`config.mk`:
```
export PLATFORM = sky130hd
export DESIGN_NAME = gcn_transform_ctrl_flat
export DESIGN_NICKNAME = d
export VERILOG_FILES = /design/src/rtl/gcn_transform_ctrl_if.sv /design/src/rtl/gcn_transform_ctrl.sv /design/src/flat_wrapper.sv
export SDC_FILE = /design/constraint.sdc
export NUM_CORES = 1
export LEC_CHECK = 0
export BUFFER_PORTS_ARGS = -buffer_cell sky130_fd_sc_hd__clkbuf_2
export CORE_MARGIN = 2
export CORE_UTILIZATION = 55
export DETAILED_ROUTE_END_ITERATION = 7
export PLACE_DENSITY_LB_ADDON = 0.2
export SLEW_MARGIN = 20
export SYNTH_ARGS = -nofsm -noshare
export SYNTH_HDL_FRONTEND = slang
export SYNTH_SLANG_ARGS = --single-unit
```
`constraint.sdc`:
```
create_clock -name clk -period 2.7 [get_ports clk]
set_input_delay 0.675 -clock clk [delete_from_list [all_inputs] [get_ports clk]]
set_output_delay 0.675 -clock clk [all_outputs]
set_load 0.1 [all_outputs]
```
`src/rtl/gcn_transform_ctrl_if.sv`:
```
// Handshake and read/write strobe bundle between the GCN transform
// controller and its memory / dot-product / result-buffer environment.
interface gcn_transform_ctrl_if #(
  parameter int FEATURE_ROWS  = 6,
  parameter int WEIGHT_COLS   = 3,
  parameter int ADDRESS_WIDTH = 13
);
  localparam int ROW_W = (FEATURE_ROWS > 1) ? $clog2(FEATURE_ROWS) : 1;
  localparam int COL_W = (WEIGHT_COLS > 1) ? $clog2(WEIGHT_COLS) : 1;

  logic                     start;
  logic                     mac_done;
  logic [ADDRESS_WIDTH-1:0] read_address;
  logic                     enable_read;
  logic                     weight_load;
  logic                     feature_load;
  logic                     mac_start;
  logic                     wr_en;
  logic [ROW_W-1:0]         wr_row;
  logic [COL_W-1:0]         wr_col;
  logic                     done;

  // Controller side.
  modport master (
    input  start, mac_done,
    output read_address, enable_read, weight_load, feature_load,
           mac_start, wr_en, wr_row, wr_col, done
  );

  // Environment side (host, memory, MAC unit, result buffer).
  modport slave (
    output start, mac_done,
    input  read_address, enable_read, weight_load, feature_load,
           mac_start, wr_en, wr_row, wr_col, done
  );
endinterface

```
`src/rtl/gcn_transform_ctrl.sv`:
```
// Sequencer for one GCN feature x weight transformation: for each weight
// column it loads the column once, then walks every feature row, launching
// a dot product and writing its result to (row, col). All outputs are
// registered and decoded from the next state, so each strobe is high
// exactly while the FSM sits in the state that owns it.
module gcn_transform_ctrl #(
  parameter int FEATURE_ROWS  = 6,
  parameter int WEIGHT_COLS   = 3,
  parameter int ADDRESS_WIDTH = 13,
  parameter int FEATURE_BASE  = 512
) (
  input  logic                  clk,
  input  logic                  reset,
  gcn_transform_ctrl_if.master  bus
);

  localparam int ROW_W = (FEATURE_ROWS > 1) ? $clog2(FEATURE_ROWS) : 1;
  localparam int COL_W = (WEIGHT_COLS > 1) ? $clog2(WEIGHT_COLS) : 1;

  localparam logic [ROW_W-1:0]         ROW_LAST = ROW_W'(FEATURE_ROWS - 1);
  localparam logic [COL_W-1:0]         COL_LAST = COL_W'(WEIGHT_COLS - 1);
  localparam logic [ADDRESS_WIDTH-1:0] FEATURE_BASE_ADDR = ADDRESS_WIDTH'(FEATURE_BASE);

  typedef enum logic [2:0] {
    ST_IDLE,
    ST_RD_W,
    ST_RD_F,
    ST_MAC,
    ST_WAIT,
    ST_WR,
    ST_DONE
  } state_t;

  state_t           state, next_state;
  logic [ROW_W-1:0] row, next_row;
  logic [COL_W-1:0] col, next_col;

  // Next-state and traversal-counter logic (column-outer, row-inner).
  always_comb begin
    // NOTE: every variable written here gets a default first, so no path leaves it unassigned and no latch is inferred.
    next_state = state;
    next_row   = row;
    next_col   = col;
    unique case (state)
      ST_IDLE: begin
        if (bus.start) begin
          next_state = ST_RD_W;
          next_row   = '0;
          next_col   = '0;
        end
      end
      ST_RD_W: next_state = ST_RD_F;
      ST_RD_F: next_state = ST_MAC;
      ST_MAC:  next_state = ST_WAIT;
      ST_WAIT: begin
        // mac_done is only meaningful here; elsewhere it is ignored.
        if (bus.mac_done) next_state = ST_WR;
      end
      ST_WR: begin
        if (row != ROW_LAST) begin
          next_row   = row + ROW_W'(1);
          next_state = ST_RD_F;
        end else if (col != COL_LAST) begin
          next_row   = '0;
          next_col   = col + COL_W'(1);
          next_state = ST_RD_W;
        end else begin
          next_state = ST_DONE;
        end
      end
      ST_DONE: begin
        if (!bus.start) next_state = ST_IDLE;
      end
      default: next_state = ST_IDLE;
    endcase
  end

  // State and counter registers; reset abandons any run in progress.
  always_ff @(posedge clk or negedge reset) begin
    // NOTE: sequential state uses non-blocking assignments so every register samples the same pre-edge values.
    if (!reset) begin
      state <= ST_IDLE;
      row   <= '0;
      col   <= '0;
    end else begin
      state <= next_state;
      row   <= next_row;
      col   <= next_col;
    end
  end

  // Registered Moore outputs, decoded from the state being entered.
  always_ff @(posedge clk or negedge reset) begin
    if (!reset) begin
      bus.read_address <= '0;
      bus.enable_read  <= 1'b0;
      bus.weight_load  <= 1'b0;
      bus.feature_load <= 1'b0;
      bus.mac_start    <= 1'b0;
      bus.wr_en        <= 1'b0;
      bus.wr_row       <= '0;
      bus.wr_col       <= '0;
      bus.done         <= 1'b0;
    end else begin
      bus.enable_read  <= (next_state == ST_RD_W) || (next_state == ST_RD_F);
      bus.weight_load  <= (next_state == ST_RD_W);
      bus.feature_load <= (next_state == ST_RD_F);
      bus.mac_start    <= (next_state == ST_MAC);
      bus.wr_en        <= (next_state == ST_WR);
      bus.done         <= (next_state == ST_DONE);

      // The address only moves on a read; otherwise it keeps its last value.
      if (next_state == ST_RD_W) begin
        bus.read_address <= ADDRESS_WIDTH'(next_col);
      end else if (next_state == ST_RD_F) begin
        bus.read_address <= FEATURE_BASE_ADDR + ADDRESS_WIDTH'(next_row);
      end

      if (next_state == ST_WR) begin
        bus.wr_row <= next_row;
        bus.wr_col <= next_col;
      end
    end
  end

endmodule

```
`src/flat_wrapper.sv`:
```
// flat-port wrapper written by rule: the top's interface ports become plain ports
module gcn_transform_ctrl_flat 
#(
  parameter int FEATURE_ROWS  = 6,
  parameter int WEIGHT_COLS   = 3,
  parameter int ADDRESS_WIDTH = 13,
  parameter int FEATURE_BASE  = 512
)
  (clk, reset, bus_start, bus_mac_done, bus_read_address, bus_enable_read, bus_weight_load, bus_feature_load, bus_mac_start, bus_wr_en, bus_wr_row, bus_wr_col, bus_done);
  gcn_transform_ctrl_if #(.FEATURE_ROWS(FEATURE_ROWS), .WEIGHT_COLS(WEIGHT_COLS), .ADDRESS_WIDTH(ADDRESS_WIDTH)) bus_i ();
  input  logic clk;
  input  logic reset;
  input wire logic [$bits(bus_i.start)-1:0] bus_start;
  input wire logic [$bits(bus_i.mac_done)-1:0] bus_mac_done;
  output wire logic [$bits(bus_i.read_address)-1:0] bus_read_address;
  output wire logic [$bits(bus_i.enable_read)-1:0] bus_enable_read;
  output wire logic [$bits(bus_i.weight_load)-1:0] bus_weight_load;
  output wire logic [$bits(bus_i.feature_load)-1:0] bus_feature_load;
  output wire logic [$bits(bus_i.mac_start)-1:0] bus_mac_start;
  output wire logic [$bits(bus_i.wr_en)-1:0] bus_wr_en;
  output wire logic [$bits(bus_i.wr_row)-1:0] bus_wr_row;
  output wire logic [$bits(bus_i.wr_col)-1:0] bus_wr_col;
  output wire logic [$bits(bus_i.done)-1:0] bus_done;
  assign bus_i.start = bus_start;
  assign bus_i.mac_done = bus_mac_done;
  assign bus_read_address = bus_i.read_address;
  assign bus_enable_read = bus_i.enable_read;
  assign bus_weight_load = bus_i.weight_load;
  assign bus_feature_load = bus_i.feature_load;
  assign bus_mac_start = bus_i.mac_start;
  assign bus_wr_en = bus_i.wr_en;
  assign bus_wr_row = bus_i.wr_row;
  assign bus_wr_col = bus_i.wr_col;
  assign bus_done = bus_i.done;
  gcn_transform_ctrl #(.FEATURE_ROWS(FEATURE_ROWS), .WEIGHT_COLS(WEIGHT_COLS), .ADDRESS_WIDTH(ADDRESS_WIDTH), .FEATURE_BASE(FEATURE_BASE)) u_core (.clk(clk), .reset(reset), .bus(bus_i));
endmodule
```
# Word-level counts from Yosys, hierarchy flattened
# Index checks and enable logic that the tools add are counted.
# Widths: inputs -> output; s select.
dict set report totals {
  output_inout_bits 24
  wordCells 47
  inputBits 4
  regBits 32
}
dict set report op_classes {
  reduce_logical 3
  muxes 16
  eq_ne 13
  n_addsub 3
}
# cell count
set ops {}
lappend ops {{$mux 13} 2}
lappend ops {{$mux 3} 8}
lappend ops {{$pmux 3 s7} 1}
lappend ops {{$eq 3x3->1 const B} 5}
lappend ops {{$eq 3x2->1 const B} 4}
lappend ops {{$add 10x3->11 const A} 1}
lappend ops {{$eq 3x1->1 const B} 2}
lappend ops {{$mux 2} 3}
lappend ops {{$pmux 3 s2} 1}
lappend ops {{$pmux 2 s2} 1}
lappend ops {{$add 3x1->3 const B} 1}
lappend ops {{$logic_not 3->1} 1}
lappend ops {{$ne 3x3->1 const B} 1}
lappend ops {{$add 2x1->2 const B} 1}
lappend ops {{$ne 2x2->1 const B} 1}
lappend ops {{$reduce_bool 2->1} 1}
lappend ops {{$logic_or 1x1->1} 1}

# Longest topological paths before layout
# Gate-level depths: netlist of run 1.
dict set report depth {
  word_depth 7
  depth_mapped 7
  mapped_depth_nobuf 7
}

# Least setup slack after synthesis of run 1
# OpenSTA, ideal clock, no wires.
dict set report synth_path {
  path_kind {input to register}
  startpoint {in bus_start}
  endpoint {reg u_core.bus.read_address[1]}
  cell_stages 4
  path_slack_ns 0.877
  arrival_time_ns 1.697
  path_buffers 0
  cell_sequence {or3b_1 a21o_1 a22o_1 a221o_1}
}
# element line_no
set synth_lines {}
lappend synth_lines {{from (decl)} flat_wrapper.sv:13} ;# input wire logic [$bits(bus_i.start)-1:0] bus_start;
lappend synth_lines {{$mux 2} gcn_transform_ctrl.sv:46} ;# if (bus.start) begin
lappend synth_lines {{$pmux 2 s2} gcn_transform_ctrl.sv:44} ;# unique case (state)
lappend synth_lines {{net u_core.next_col[1]} gcn_transform_ctrl.sv:36} ;# logic [COL_W-1:0] col, next_col;
lappend synth_lines {{$mux 13} gcn_transform_ctrl.sv:113} ;# if (next_state == ST_RD_W) begin
lappend synth_lines {{to (signal assigned)} gcn_transform_ctrl.sv:114} ;# bus.read_address <= ADDRESS_WIDTH'(next_col);
lappend synth_lines {{to (signal assigned)} gcn_transform_ctrl.sv:116} ;# bus.read_address <= FEATURE_BASE_ADDR + ADDRESS_WIDTH'(next_row);
lappend synth_lines {{to (decl)} gcn_transform_ctrl_if.sv:26} ;# output read_address, enable_read, weight_load, feature_load,
# The timed path passes the listed nets, and every way through them passes these cells. The select of a mux whose other input is x is not followed.
# A chain may end at the register's enable or synchronous reset.

# Worst setup path in the final report of run 1
dict set report layout_path {
  startpoint {reg u_core.row[0]}
  endpoint {reg u_core.bus.read_address[1]}
}
dict set report layout_between {
  elab_chain_cells 6
}
# element line_no
set layout_lines {}
lappend layout_lines {{from (decl)} gcn_transform_ctrl.sv:35} ;# logic [ROW_W-1:0] row, next_row;
lappend layout_lines {{from (signal assigned)} gcn_transform_ctrl.sv:87} ;# row <= next_row;
lappend layout_lines {{$add 3x1->3, or another cell as far along} gcn_transform_ctrl.sv:61} ;# next_row = row + ROW_W'(1);
lappend layout_lines {{$mux 3} gcn_transform_ctrl.sv:60} ;# if (row != ROW_LAST) begin
lappend layout_lines {{$pmux 3 s2} gcn_transform_ctrl.sv:44}
lappend layout_lines {{$add 10x3->11} gcn_transform_ctrl.sv:116}
lappend layout_lines {{$mux 13} gcn_transform_ctrl.sv:115} ;# end else if (next_state == ST_RD_F) begin
lappend layout_lines {{$mux 13} gcn_transform_ctrl.sv:113}
# Several ways; a longest one is shown, not always the timed one. The select of a mux whose other input is x is not followed.

==> results.yml, run 1 <==
run_status:
  status: "complete, no violations"
clock_network:
  clock_latency_ns: 0.31
  htreeDepth: 1
  hold_buffers: 0
  cts_buffers: 3
  cts.repair.resized: 0
  cts_setup_buffers: 0
  clock_sinks: 23
  root_buffer: "clkbuf_4"
  clk_pin_slew_ns: 0.13
  clk_path_buf_depth: 2
  cts_tree: "yes"
setup_path:
  critical_path_peak_fanout: 6
  worstPathRequired_ns: 2.91
  reg2regPathDepth: 6
  endpoint_kind: "flip-flop"
  worstPathArrival_ns: 2.07
  crit_path_cell_trace: "ha_1 -> and3b_1 -> a31oi_1 -> or2_2 -> inv_2 -> a221o_1"
  max_stage_delay_ns: 0.44
  cp_slowest_cell: "dfrtp_1"
  start_kind: "flip-flop"
  worstSetupPathType: "flip-flop to flip-flop"
routing:
  ant_nets: 0
  drt_iter0_drc: 9
  routed_wl_um: 2060
  vias: 817
  drc_errors: 0
  dr.pass1.iters: 4
  wl_per_cell_um: 13.0
  viasPerCell: 5.17
logic_synthesis:
  syn_area_mm2: 0.00115
  syn_area_per_cell_um2: 10.1
  ys_seq_area_share_pct: 50.1
  ys_seq_elements: 23
  synth_edf_count: 0
  netlist_instances: 114
  ys.flop_type: "dfrtp_1"
  synthDistinctLibCells: 37
  ys_warn_count: 0
  synthArstFlopShare_pct: 100
floorplan:
  die_x_um: 49.7
  dieArea_mm2: 0.00247
  pin_count: 28
  num_rows: 16
  fp.coreArea_mm2: 0.00196
  dieHeight_um: 49.7
  initial_core_util_pct: 58.5
sta:
  relSlewSlack_pct: 62.8
  skew_ns: 0.00498
  setup_viol: 0
  worst_pin_slew_ns: 0.559
  setup-tns-final_ns: 0
  rsz0062_at_grt: "no"
  fin_crit_ns: 1.86
  post-route-period-util_pct: 68.9
  fmaxAchievable_mhz: 538
  drv_slew: 0
  hold_viol_final: 0
global_routing:
  grt_pass1_vias: 746
  grt_max_degree: 24
  grt_use_total_pct: 19.1
  grt_pass1_wl_um: 3530
  grt_antenna_before_repair: 0
  grt_overflow: 0
place:
  place_congestion: 0.827
  dpl.hpwl_um: 1550
  io_buffers: 18
run:
  drv_cap: 0
finish:
  area_delta_synth_final_pct: 8.39
  final_cell_mix: "dfrtp_1 (23), clkbuf_2 (18), inv_1 (10), conb_1 (9), nor2_1 (7)"
  diodes: 0
  nNetsFinal: 140
  layout-drive-gt1-share_pct: 20.6
  final_common_cell: "dfrtp_1"
min_path:
  hold_path_class: "input port to asynchronous set/reset pin"
==> final timing paths <==
kind                                             from                          to  slack, ns
min in group clk           u_core.bus.read_address[9]  u_core.bus.read_address[9]       0.50
setup / recovery                        u_core.row[0]  u_core.bus.read_address[1]       0.84
max in group asynchronous                       reset        u_core.bus.wr_col[0]       2.00
setup reg to reg                        u_core.row[0]  u_core.bus.read_address[1]       0.84
hold / removal                                  reset      u_core.bus.weight_load       0.33
hold reg to reg            u_core.bus.read_address[9]  u_core.bus.read_address[9]       0.50
==> metal layers <==
metal  wire (µm)  vias up  track usage, %
li1            -      410               -
met1         983      380            27.8
met2         951       23            29.6
met3          96        4            3.03
met4          29        0            5.56
met5           0        -               0
==> through the flow <==
step	worst slack [ns]	util, %	cell area (µm²)	std cells	hold WS, ns
6_report	0.840	63.5	1240	158	0.330
5_1_grt	0.728	63.5	1240	158	0.366
4_1_cts	0.845	63.5	1240	158	0.348
3_5_place_dp	0.687	62.1	1220	154	0.473
3_3_place_gp	0.704	62.1	1220	154	0.461
2_1_floorplan	0.877	-	1180	122	0.379
==> cell usage after synthesis, types with 2 or more instances <==
cell	instances	area share [%]
nand2b_1	5	2.7
clkbuf_1	2	0.65
nor3_1	2	0.87
nand2_1	6	2.0
a31oi_1	3	1.6
ha_1	4	4.4
a21oi_1	5	2.2
nor2_1	7	2.3
mux2_2	3	2.9
nor3b_1	2	1.3
o22ai_1	2	1.1
o2bb2ai_1	2	1.5
a21o_1	3	2.0
buf_2	2	0.87
buf_4	9	5.9
inv_1	10	3.3
o21ai_0	4	1.7
dfrtp_1	23	50
a22oi_1	2	1.3
==> state kept, by name, summed over array words and instances, names as in the netlist <==
register,count
u_core.bus.read_address,4
u_core.row,3
u_core.bus.wr_row,3
u_core.bus.mac_start,1
u_core.state,3
u_core.bus.weight_load,1
u_core.bus.wr_col,2
u_core.col,2
u_core.bus.enable_read,1
u_core.bus.wr_en,1
u_core.bus.feature_load,1
u_core.bus.done,1
==> layout make-up <==
class                      count  area (µm²)
fill                         173         717
tap                           27        33.8
timing repair buffer          18        90.1
sequential                    23         576
multi-input combinational     75         477
clock buffer                   3        22.5
clock inverter                 1        5.00
inverter                      11        41.3
==> worst max-delay path, delay by kind of cell, from the launching register on <==
family | cells | cell delay, ns
AO/OA/AOI/OAI | 2 | 0.59
adder cells (fa/ha/maj) | 1 | 0.27
buffers and inverters | 1 | 0.05
flip-flops | 1 | 0.44
AND/OR/NAND/NOR | 2 | 0.41
==> cell families (layout without fill, tap and decap cells) <==
| kind of cell | after synthesis | count (layout) | share of synthesized area [%] |
|---|---|---|---|
| other | 1 | 9 | 0.326 |
| muxes | 3 | 3 | 2.94 |
| adders and majority gates | 4 | 4 | 4.36 |
| DFF | 23 | 23 | 50.1 |
| and+or+nand+nor | 31 | 31 | 14.5 |
| AOI/OAI and AO/OA | 28 | 28 | 16.8 |
| buffers and inverters | 24 | 33 | 11.0 |
Power of run 1 is left out: the tool's default activity adds up to more than one toggle a clock period on the data nets, which glitch-free logic cannot reach.
==> inputs of run 2 (changes only) <==
--- a/config.mk
+++ b/config.mk
@@ -7,7 +7,7 @@
 export LEC_CHECK = 0
 export BUFFER_PORTS_ARGS = -buffer_cell sky130_fd_sc_hd__clkbuf_2
 export CORE_MARGIN = 2
-export CORE_UTILIZATION = 55
+export CORE_UTILIZATION = 51
 export DETAILED_ROUTE_END_ITERATION = 7
 export PLACE_DENSITY_LB_ADDON = 0.2
 export SLEW_MARGIN = 20
==> constraint.sdc (replaced) <==
create_clock -name clk -period 1.85 [get_ports clk]
set_input_delay 0.4625 -clock clk [delete_from_list [all_inputs] [get_ports clk]]
set_output_delay 0.4625 -clock clk [all_outputs]
set_load 0.1 [all_outputs]
==> results.yml, run 2 (synthesis gave the netlist of run 1 again) <==
setup_path:
  start_kind: "flip-flop"
  endpoint_kind: "flip-flop"
  worstPathArrival_ns: 2.03
  cp_slowest_cell: "nor3b_1"
  critical_path_peak_fanout: 7
  worst-r2r-setup-slack_ns: 0.05
  worstSetupPathType: "flip-flop to flip-flop"
  worstPathRequired_ns: 2.08
  max_stage_delay_ns: 0.52
  crit_path_cell_trace: "nor3b_1 -> a31oi_4 -> or2_2 -> buf_4 -> a21o_1"
clock_network:
  cts_buffers: 3
  htreeDepth: 1
  clock_latency_ns: 0.32
  cts.repair.resized: 0
  clk_pin_slew_ns: 0.13
  root_buffer: "clkbuf_4"
  hold_buffers: 0
  cts_setup_buffers: 0
  clock_sinks: 23
  cts_tree: "yes"
  clk_path_buf_depth: 2
place:
  dp.cells: 162
  dpl.hpwl_um: 1660
  dp_worst_setup_slack_ns: 0.0208
  place_area_mm2: 0.00127
  io_buffers: 18
  place_congestion: 0.807
global_routing:
  grt_use_total_pct: 19.6
  use_met2_pct: 32.1
  met1_usage_pct: 25.5
  grt_pass1_wl_um: 3820
  grt_antenna_before_repair: 0
  grt_pass1_vias: 856
  top_usage_layer: "met2"
  grt_overflow: 0
  use_met3_pct: 3.51
  grt_max_degree: 24
routing:
  drc_errors: 0
  routed_wl_um: 2260
  viasPerCell: 5.29
  drt_iter0_drc: 12
  wl_per_cell_um: 13.6
  ant_nets: 0
  dr.pass1.iters: 4
  vias: 878
finish:
  finalInstanceArea_mm2: 0.00132
  area_delta_synth_final_pct: 15.0
  layout-drive-gt1-share_pct: 26.8
  diodes: 0
  final_cells: 166
  seq_area_um2: 576
  fillerInstances: 194
  regMostFlops: "u_core.bus.read_address"
  largest_reg_flops: 4
  nNetsFinal: 147
  utilization_pct: 60.9
  final_common_cell: "dfrtp_1"
  final_cell_mix: "dfrtp_1 (23), clkbuf_2 (18), inv_1 (10), conb_1 (9)"
  multiInputGateArea_um2: 499
sta:
  skew_ns: 0.00422
  fmaxAchievable_mhz: 556
  drv_slew: 0
  worst_pin_slew_ns: 0.562
  setup_ws_ns: 0.0510
  post-route-period-util_pct: 97.2
  setup_viol: 0
  hold_viol_final: 0
  relSlewSlack_pct: 62.5
  fin_crit_ns: 1.80
floorplan:
  pin_count: 28
  initial_core_util_pct: 52.9
  die_x_um: 51.5
  dieArea_mm2: 0.00265
  num_rows: 17
  dieHeight_um: 51.5
  fp.coreArea_mm2: 0.00217
min_path:
  hold_path_class: "input port to asynchronous set/reset pin"
run_status:
  status: "complete, no violations"
run:
  drv_cap: 0
==> run 2: stage by stage <==
stage	hold slack, ns	TNS, ns
after floorplan	0.167	0
after global placement	0.461	0
after detailed placement	0.471	0
after CTS	0.133	0
after global routing	0.159	-0.00943
final	0.105	0
==> run 2: final cells by class <==
class / instances / share of cell area, %
Clock buffer: 3 / 1.70
Clock inverter: 1 / 0.379
Inverter: 11 / 3.12
Multi-Input combinational cell: 75 / 37.8
Sequential cell: 23 / 43.6
Tap cell: 28 / 2.65
Timing Repair Buffer: 25 / 10.8
==> run 2: layer usage <==
metal  part of all wire (%)  up-vias
met1                     48      433
li1                       -      423
met2                     48       18
met3                    2.8        4
met4                    1.4        0
met5                      0        -
==> run 2: critical path: cells and delay by family (launching register included) <==
| family | cells | cell delay [ns] |
|---|---|---|
| simple gates | 2 | 0.83 |
| flops | 1 | 0.49 |
| compound gates | 2 | 0.24 |
| buf+inv | 1 | 0.15 |
==> run 2: worst paths after layout <==
check / from / to / cells past startpoint
min: reset / u_core.state[1] / 1
min in group clk: u_core.bus.wr_row[1] / u_core.bus.wr_row[1] / 2
max reg2reg: u_core.state[2] / u_core.bus.read_address[9] / 5
min reg2reg: u_core.bus.wr_row[1] / u_core.bus.wr_row[1] / 2
max: u_core.state[2] / u_core.bus.read_address[9] / 5
max in group asynchronous: reset / u_core.bus.wr_row[0] / 1
Power of run 2 is left out for the same reason.
==> inputs of run 3 (changes only) <==
--- a/config.mk
+++ b/config.mk
@@ -6,8 +6,8 @@
 export NUM_CORES = 1
 export LEC_CHECK = 0
 export BUFFER_PORTS_ARGS = -buffer_cell sky130_fd_sc_hd__clkbuf_2
-export CORE_MARGIN = 2
-export CORE_UTILIZATION = 51
+export CORE_MARGIN = 4
+export CORE_UTILIZATION = 55
 export DETAILED_ROUTE_END_ITERATION = 7
 export PLACE_DENSITY_LB_ADDON = 0.2
 export SLEW_MARGIN = 20
==> constraint.sdc (replaced) <==
create_clock -name clk -period 2.1 [get_ports clk]
set_input_delay 0.525 -clock clk [delete_from_list [all_inputs] [get_ports clk]]
set_output_delay 0.525 -clock clk [all_outputs]
set_load 0.1 [all_outputs]
==> results.yml, run 3 (synthesis gave the netlist of run 1 again) <==
setup_path:
  cp_top_family: "compound AO/OA/AOI/OAI gates"
  crit_path_cell_trace: "inv_1 -> ha_1 -> and3b_1 -> a31oi_1 -> or2_2 -> inv_2 -> a221o_1"
  cp_num_buf_inv: 2
  critical_path_peak_fanout: 6
  worstPathRequired_ns: 2.31
  start_kind: "flip-flop"
  max_stage_delay_ns: 0.42
  worstSetupPathType: "flip-flop to flip-flop"
  cp_slowest_cell: "dfrtp_1"
  worstPathArrival_ns: 2.11
  endpoint_kind: "flip-flop"
place:
  dp_worst_setup_slack_ns: 0.218
  io_buffers: 18
  place_congestion: 0.816
  dpl.hpwl_um: 1500
sta:
  rsz0062_at_grt: "no"
  relSlewSlack_pct: 63.1
  skew_ns: 0.00322
  post-route-period-util_pct: 90.4
  hold_viol_final: 0
  worst_pin_slew_ns: 0.554
  setup_viol: 0
  fin_crit_ns: 1.90
  drv_slew: 0
  setup_ws_ns: 0.201
  fmaxAchievable_mhz: 526
  setup-tns-final_ns: 0
global_routing:
  grt_pass1_vias: 706
  grt_overflow: 0
  grt_max_degree: 24
  grt_antenna_before_repair: 0
  grt_use_total_pct: 16.4
  grt_pass1_wl_um: 3330
floorplan:
  pin_count: 28
  fp.coreArea_mm2: 0.00198
  dieHeight_um: 53.7
  initial_core_util_pct: 58.0
  die_x_um: 53.7
  dieArea_mm2: 0.00288
  num_rows: 16
finish:
  layout-drive-gt1-share_pct: 21.2
  diodes: 0
  regMostFlops: "u_core.bus.read_address"
  nNetsFinal: 141
  area_delta_synth_final_pct: 9.04
  final_common_cell: "dfrtp_1"
  final_cell_mix: "dfrtp_1 (23), clkbuf_2 (18), inv_1 (10), conb_1 (9), nor2_1 (7)"
  largest_reg_flops: 4
clock_network:
  htreeDepth: 1
  hold_buffers: 0
  root_buffer: "clkbuf_4"
  cts_setup_buffers: 0
  clock_latency_ns: 0.31
  clock_sinks: 23
  clk_pin_slew_ns: 0.12
  cts_buffers: 3
  clk_path_buf_depth: 2
  cts_tree: "yes"
  cts.repair.resized: 0
routing:
  drt_iter0_drc: 12
  wl_per_cell_um: 12.8
  routed_wl_um: 2040
  dr.pass1.iters: 4
  ant_nets: 0
  viasPerCell: 5.16
  drc_errors: 0
  vias: 820
run_status:
  status: "complete, no violations"
run:
  drv_cap: 0
min_path:
  hold_path_class: "input port to asynchronous set/reset pin"
run 3: cell count changes in the layout (fill, tap and decap cells not counted), sizes merged:
| cell | change |
|---|---|
| buf | -6 |
run 3: layout make-up:
type                            instances  area [µm²]
Fill cell                             182         729
Sequential cell                        23         576
Multi-Input combinational cell         75         477
Timing Repair Buffer                   19        97.6
Inverter                               11        41.3
Tap cell                               27        33.8
Clock buffer                            3        22.5
Clock inverter                          1        5.00
run 3: metrics by stage:
step	area [µm²]	cells	hold slack, ns	utilization [%]
after floorplan	1180	122	0.229	-
after global placement	1220	155	0.464	61.8
after detailed placement	1220	155	0.476	61.8
after CTS	1250	159	0.195	63.2
after global routing	1250	159	0.193	63.2
final	1250	159	0.177	63.2
run 3: routing by layer:
layer  track usage, %  vias up  wire [µm]
li1                 -      411          -
met1             22.9      385        957
met2             23.2       20        943
met3             3.88        4        110
met4             8.94        0         27
met5                0        -          0
run 3: worst paths after layout:
kind                                               to                 start  depth (start not counted)  slack [ns]
setup reg to reg           u_core.bus.read_address[1]         u_core.row[1]                          7        0.20
hold reg to reg                  u_core.bus.wr_row[0]  u_core.bus.wr_row[0]                          2        0.50
setup / recovery           u_core.bus.read_address[1]         u_core.row[1]                          7        0.20
min in group clk                 u_core.bus.wr_row[0]  u_core.bus.wr_row[0]                          2        0.50
hold / removal                        u_core.state[1]                 reset                          1        0.18
max in group asynchronous               u_core.col[0]                 reset                          1        1.56
Power of run 3 is left out for the same reason.
